## src/rtl/puf_pkg.sv

```systemverilog
// puf_pkg: shared FSM state, default parameters and counter-width helper for the PUF vote block
package puf_pkg;

    typedef enum logic [2:0] {IDLE, CLEAR, WAIT, ACCUM, DONE} state_t;

    localparam int N_CH_DEF        = 8;
    localparam int CHAL_W_DEF      = 8;
    localparam int EN_W_DEF        = 32;
    localparam int N_EVAL_DEF      = 5;
    localparam int TIMEOUT_CYC_DEF = 1024;

    function automatic int cnt_w(input int n);
        return $clog2(n + 1);
    endfunction

endpackage

```

## src/rtl/puf_vote_acc.sv

```systemverilog
// puf_vote_acc: one channel's vote counter with majority and unanimity compares
module puf_vote_acc
    import puf_pkg::*;
#(
    parameter int N_EVAL = N_EVAL_DEF
) (
    input  logic clock,
    input  logic reset,
    input  logic clr,
    input  logic inc,
    output logic maj,
    output logic unan
);

    localparam int CW = cnt_w(N_EVAL);

    logic [CW-1:0] cnt;

    always_ff @(posedge clock or negedge reset) begin
        if (!reset)   cnt <= '0;
        else if (clr) cnt <= '0;
        else if (inc) cnt <= cnt + 1'b1;
    end

    assign maj  = cnt > CW'(N_EVAL / 2);
    assign unan = cnt == '0 || cnt == CW'(N_EVAL);

endmodule

```

## src/rtl/puf_parallel_vote.sv

```systemverilog
// puf_parallel_vote: runs N_EVAL PUF evaluations over N_CH channels and majority-votes each bit.
// Define PUF_VOTE_TIMEOUT_EN to abort a stuck WAIT after TIMEOUT_CYC cycles.
module puf_parallel_vote
    import puf_pkg::*;
#(
    parameter int N_CH        = N_CH_DEF,
    parameter int CHAL_W      = CHAL_W_DEF,
    parameter int EN_W        = EN_W_DEF,
    parameter int N_EVAL      = N_EVAL_DEF,
    parameter int TIMEOUT_CYC = TIMEOUT_CYC_DEF
) (
    input  logic              clock,
    input  logic              reset,
    input  logic              start,
    input  logic [CHAL_W-1:0] challenge,
    input  logic [EN_W-1:0]   enable_cfg,
    output logic              ready,
    output logic [CHAL_W-1:0] ch_challenge,
    output logic [EN_W-1:0]   ch_enable,
    output logic              ch_clear,
    input  logic [N_CH-1:0]   ch_done,
    input  logic [N_CH-1:0]   ch_out,
    output logic [N_CH-1:0]   resp,
    output logic [N_CH-1:0]   stable_mask,
    output logic              resp_valid,
    input  logic              resp_ack,
    output logic              timeout_err
);

    localparam int CW = cnt_w(N_EVAL);

    state_t            state, state_nxt;
    logic [CHAL_W-1:0] chal_q;
    logic [EN_W-1:0]   en_q;
    logic [CW-1:0]     eval_cnt;
    logic              res_ok, tout_q, accept, all_done, last_eval, tmo;
    logic [N_CH-1:0]   maj, unan;

    assign accept    = state == IDLE && start;
    assign all_done  = &ch_done;
    assign last_eval = eval_cnt == CW'(N_EVAL - 1);

`ifdef PUF_VOTE_TIMEOUT_EN
    localparam int TW = cnt_w(TIMEOUT_CYC);
    logic [TW-1:0] timer;
    always_ff @(posedge clock or negedge reset) begin
        if (!reset)              timer <= '0;
        else if (state == CLEAR) timer <= '0;
        else if (state == WAIT)  timer <= timer + 1'b1;
    end
    assign tmo = state == WAIT && !all_done && timer == TW'(TIMEOUT_CYC - 1);
`else
    assign tmo = 1'b0;
`endif

    always_ff @(posedge clock or negedge reset) begin
        if (!reset) state <= IDLE;
        else        state <= state_nxt;
    end

    always_comb begin
        state_nxt = state;
        case (state)
            IDLE:    state_nxt = start ? CLEAR : IDLE;
            CLEAR:   state_nxt = WAIT;
            WAIT:    state_nxt = all_done ? ACCUM : tmo ? DONE : WAIT;
            ACCUM:   state_nxt = last_eval ? DONE : CLEAR;
            DONE:    state_nxt = resp_ack ? IDLE : DONE;
            default: state_nxt = IDLE;
        endcase
    end

    // res_ok gates the vote compares so results appear only after a completed run
    always_ff @(posedge clock or negedge reset) begin
        if (!reset) begin
            chal_q   <= '0;
            en_q     <= '0;
            eval_cnt <= '0;
            res_ok   <= 1'b0;
            tout_q   <= 1'b0;
        end else begin
            if (accept) begin
                chal_q   <= challenge;
                en_q     <= enable_cfg;
                eval_cnt <= '0;
                res_ok   <= 1'b0;
                tout_q   <= 1'b0;
            end
            if (state == ACCUM) eval_cnt <= eval_cnt + 1'b1;
            if (state == ACCUM && last_eval) res_ok <= 1'b1;
            if (tmo) tout_q <= 1'b1;
        end
    end

    always_comb begin
        ready      = state == IDLE;
        ch_clear   = state == CLEAR;
        ch_enable  = state == WAIT ? en_q : '0;
        resp_valid = state == DONE;
    end

    assign ch_challenge = chal_q;
    assign resp         = res_ok ? maj : '0;
    assign stable_mask  = res_ok ? unan : '0;
    assign timeout_err  = tout_q;

    for (genvar i = 0; i < N_CH; i++) begin : g_acc
        puf_vote_acc #(.N_EVAL(N_EVAL)) u_acc (
            .clock(clock),
            .reset(reset),
            .clr  (accept),
            .inc  (state == ACCUM && ch_out[i]),
            .maj  (maj[i]),
            .unan (unan[i])
        );
    end

endmodule

```

## config.mk

```make
export PLATFORM = sky130hd
export DESIGN_NAME = puf_parallel_vote
export DESIGN_NICKNAME = d
export VERILOG_FILES = /design/src/rtl/puf_pkg.sv /design/src/rtl/puf_vote_acc.sv /design/src/rtl/puf_parallel_vote.sv
export SDC_FILE = /design/constraint.sdc
export NUM_CORES = 1
export LEC_CHECK = 0
export CELL_PAD_IN_SITES_DETAIL_PLACEMENT = 2
export CELL_PAD_IN_SITES_GLOBAL_PLACEMENT = 2
export CORE_MARGIN = 2
export CORE_UTILIZATION = 25
export CTS_CLUSTER_DIAMETER = 120
export DETAILED_ROUTE_END_ITERATION = 7
export PLACE_DENSITY = 0.76
export SYNTH_ARGS = -nofsm -noshare
export SYNTH_HDL_FRONTEND = slang
export SYNTH_SLANG_ARGS = --single-unit
```

## constraint.sdc

```tcl
create_clock -name clock -period 1.58 [get_ports clock]
set_input_delay 0.158 -clock clock [delete_from_list [all_inputs] [get_ports clock]]
set_output_delay 0.158 -clock clock [all_outputs]
set_load 0.01 [all_outputs]
```

==> summary.txt <==
Max Freq = 0.543 GHz
total wire length = 16500 um
worst skew pair latency = 350 ps
pre-CTS setup slack = -303 ps
Synth Register Bits = 71
Clock Tree Buf Depth = 2
TritonCTS Buffers = 9
core area = 0.0151 mm2
max-cap check violation count = 0
Leakage = 0.00341 uW
startpoint types = flip-flop
multi-input logic area = 0.00262 mm2
detailed-router iteration count before antenna repair = 4
setup ws final = -262 ps
crit path buf inv count = 4
Max Slew Vio Count = 0
async set or reset register ratio after synthesis = 100%
GRT Total Usage = 18.1%
fin crit period = 1840 ps
PD cells = 1780 mW/mm2
Post-DRT Antenna Nets = 0
CP endpoint kind = output port
top post-synthesis cells by area = dfrtp_1, nand2_1, ha_1, and2_1, mux2i_1
largest area contributor in the netlist = dfrtp_1
Top FF cell, synth = dfrtp_1
crit path max fanout = 6
Final Hold Viols = 0
synthesized area = 0.00384 mm2
via count = 3717
Iteration-0 DRC Markers = 87
Vias/cell = 4.65
root buf cell = clkbuf_16
layout cell share with drive strength beyond 1 = 51.9%
IO Port Bufs = 118
outcome = complete, but fails checks
synthesis-to-layout area growth = 87.2%
synth warn = 0
sequential element share of the synthesized area = 46.3%
Final GP Congestion = 0.731
Net Count, Synth = 513
nets = 700
Die X = 128 um
share of the synthesized area in the top cell type = 46.3%
Final setup viols = 105
clock sink count = 71
CP max stage delay = 410 ps
Int Power = 7780 uW
Post-Synthesis Cells = 419
DRC Markers = 0
Fin Hold WS = 361 ps
final-layout fill cell count = 1532
CP delay by family, top = buffers and inverters
CTS tree = built
Initial Utilization = 25.4%
initial antenna violation count = 0
WS Path Type = reg2out
die area = 0.0164 mm2
Clk pwr share = 16.7%
CP max-delay cell = dfrtp_1
failing checks = negative setup slack
number of diodes = 0
VDD IR max = 717 uV
Clk pin slew, worst setup/hold paths = 60 ps
Final Cycle Share = 117%
I/O pin count = 120
global-route wire length before repair = 22500 um
vias in the first global route = 4117
Psw = 4990 uW
most frequent cell on the critical path = buf_6
min-delay worst type = in2reg
Worst EP required = 1420 ps
pin count of the biggest net entering global routing = 72
DP HPWL = 8610 um
Site Rows = 45
height of the die = 128 um
H-tree lvl count = 3
DR WL/cell = 20.6 um
critical-path cell list = buf_6, nor3b_4, buf_6, buf_8, and2_4, buf_6
Reg power frac = 25.9%
average size of a mapped cell = 9.16 um2
post-synthesis cell type count = 33
RSZ-0062 raised after global routing = true
Fin Clk Skew = 7.48 ps
Arr. time, crit path = 1680 ps
total grt overflow = 0
switching part of the total power = 39.1%
Comb pwr share = 57.4%
EDFF count, synth = 0
Seq. cell area = 0.00178 mm2
==> worst register-to-register path, stage by stage, from the launching register on <==
cell	delay, ps
dfrtp_2	450
buf_6	140
or4b_4	620
buf_12	170
buf_12	140
nand2_4	60
mux2i_2	80
==> registers in the layout, indices dropped and copies added (netlist names) <==
signal / count
ch_challenge: 8
res_ok: 1
state: 3
g_acc.u_acc.cnt: 24
eval_cnt: 3
en_q: 32
==> layer usage <==
metal  GRT usage [%]  share of wire [%]
met1            21.0                 37
met2            34.3                 58
met3            3.17                2.9
met4            4.65                2.1
met5               0                  0
==> power groups by stage <==
stage / combinational [uW] / clock, uW / sequential, uW
4_1_cts: 6000 / 2140 / 3000
2_1_floorplan: 2120 / 0 / 2920
6_report: 7320 / 2130 / 3310
3_5_place_dp: 4120 / 0 / 3030
5_1_grt: 7910 / 2240 / 3400
3_3_place_gp: 3910 / 0 / 2970
==> cell usage after synthesis, drive strengths merged (2+ instances only) <==
cell type  instances
a21bo              4
nor2b              8
o21a               8
nor2              13
o21ai              2
nand3             17
nand2            136
nand4b             4
xnor2              4
ha                34
a21oi              8
mux2i             17
and2              32
nor3b              3
nand4              2
dfrtp             71
buf               12
inv               19
clkbuf            10
a32o               4
==> layout make-up <==
cell class	instances	share of cell area, %
sequential	71	24.8
timing repair buffer	198	30.1
clock inverter	7	1.11
clock buffer	9	3.14
tap	188	3.28
multi-input combinational	307	36.5
inverter	19	1.06
==> cell families (layout without fill, tap and decap cells) <==
group           count (synthesis)  in the layout  share of synthesized area [%]
compound gates                 29             29                           5.64
other cells                     1              1                         0.0977
mux                            18             18                           4.73
simple gates                  221            221                           26.7
buf+inv                        41            233                           4.50
fa+ha+maj                      34             34                           11.1
xor+xnor                        4              4                          0.913
flops                          71             71                           46.3
==> metrics by stage <==
step                      power (uW)  instance area [um2]  utilization (%)  setup TNS, ps  cells
final                          12800                 7180             47.6         -16330    799
after floorplan                 5040                 3840                -              0    419
after global routing           13600                 7180             47.6         -21180    799
after global placement          6880                 5400             35.8         -16310    727
after CTS                      11100                 6400             42.4         -12740    787
after detailed placement        7140                 5400             35.8         -19010    727
==> timing repair <==
action / CTS / global route
hold buffers: 1 / 0
setup endpoints to repair: 101 / 118
cloned: 9 / 8
gates resized for setup: 317 / 195
pin swaps: 41 / 92
endpoints found under the hold margin: 71 / 0
buffers inserted: 34 / 18
==> worst paths after layout <==
check,start,end,slack (ps),depth (start not counted)
setup / recovery,state[2],ch_enable[22],-260,6
hold / removal,enable_cfg[12],en_q[12],360,3
setup reg to reg,state[0],g_acc[1].u_acc.cnt[2],-220,6
hold reg to reg,eval_cnt[2],eval_cnt[2],500,1
max in group asynchronous,reset,state[1],870,3
min in group asynchronous,reset,g_acc[3].u_acc.cnt[0],370,3
==> layout by cell type (no fill, tap or decap), drive strengths merged <==
cell type,netlist,layout
dfrtp,71,71
buf,12,122
a221o,1,1
clkinvlp,0,2
conb,1,1
nand4,2,2
clkbuf,10,18
nand3b,1,1
o21a,8,8
nand3,17,17
nand2,136,136
a21bo,4,4
a21oi,8,8
ha,34,34
bufinv,0,1
or4b,1,1
xnor2,4,4
nor2,13,13
or2,1,1
nand4b,4,4
o31ai,1,1
o2bb2ai,1,1
clkinv,0,1
nor3b,3,3
a32o,4,4
nor3,1,1
nor4b,1,1
o21ai,2,2
mux2,1,1
nor2b,8,8
clkdlybuf4s50,0,66
mux2i,17,17
dlygate4sd3,0,1
and2,32,32
and3b,1,1
inv,19,22
No activity file was read; power rests on OpenSTA's default activity.
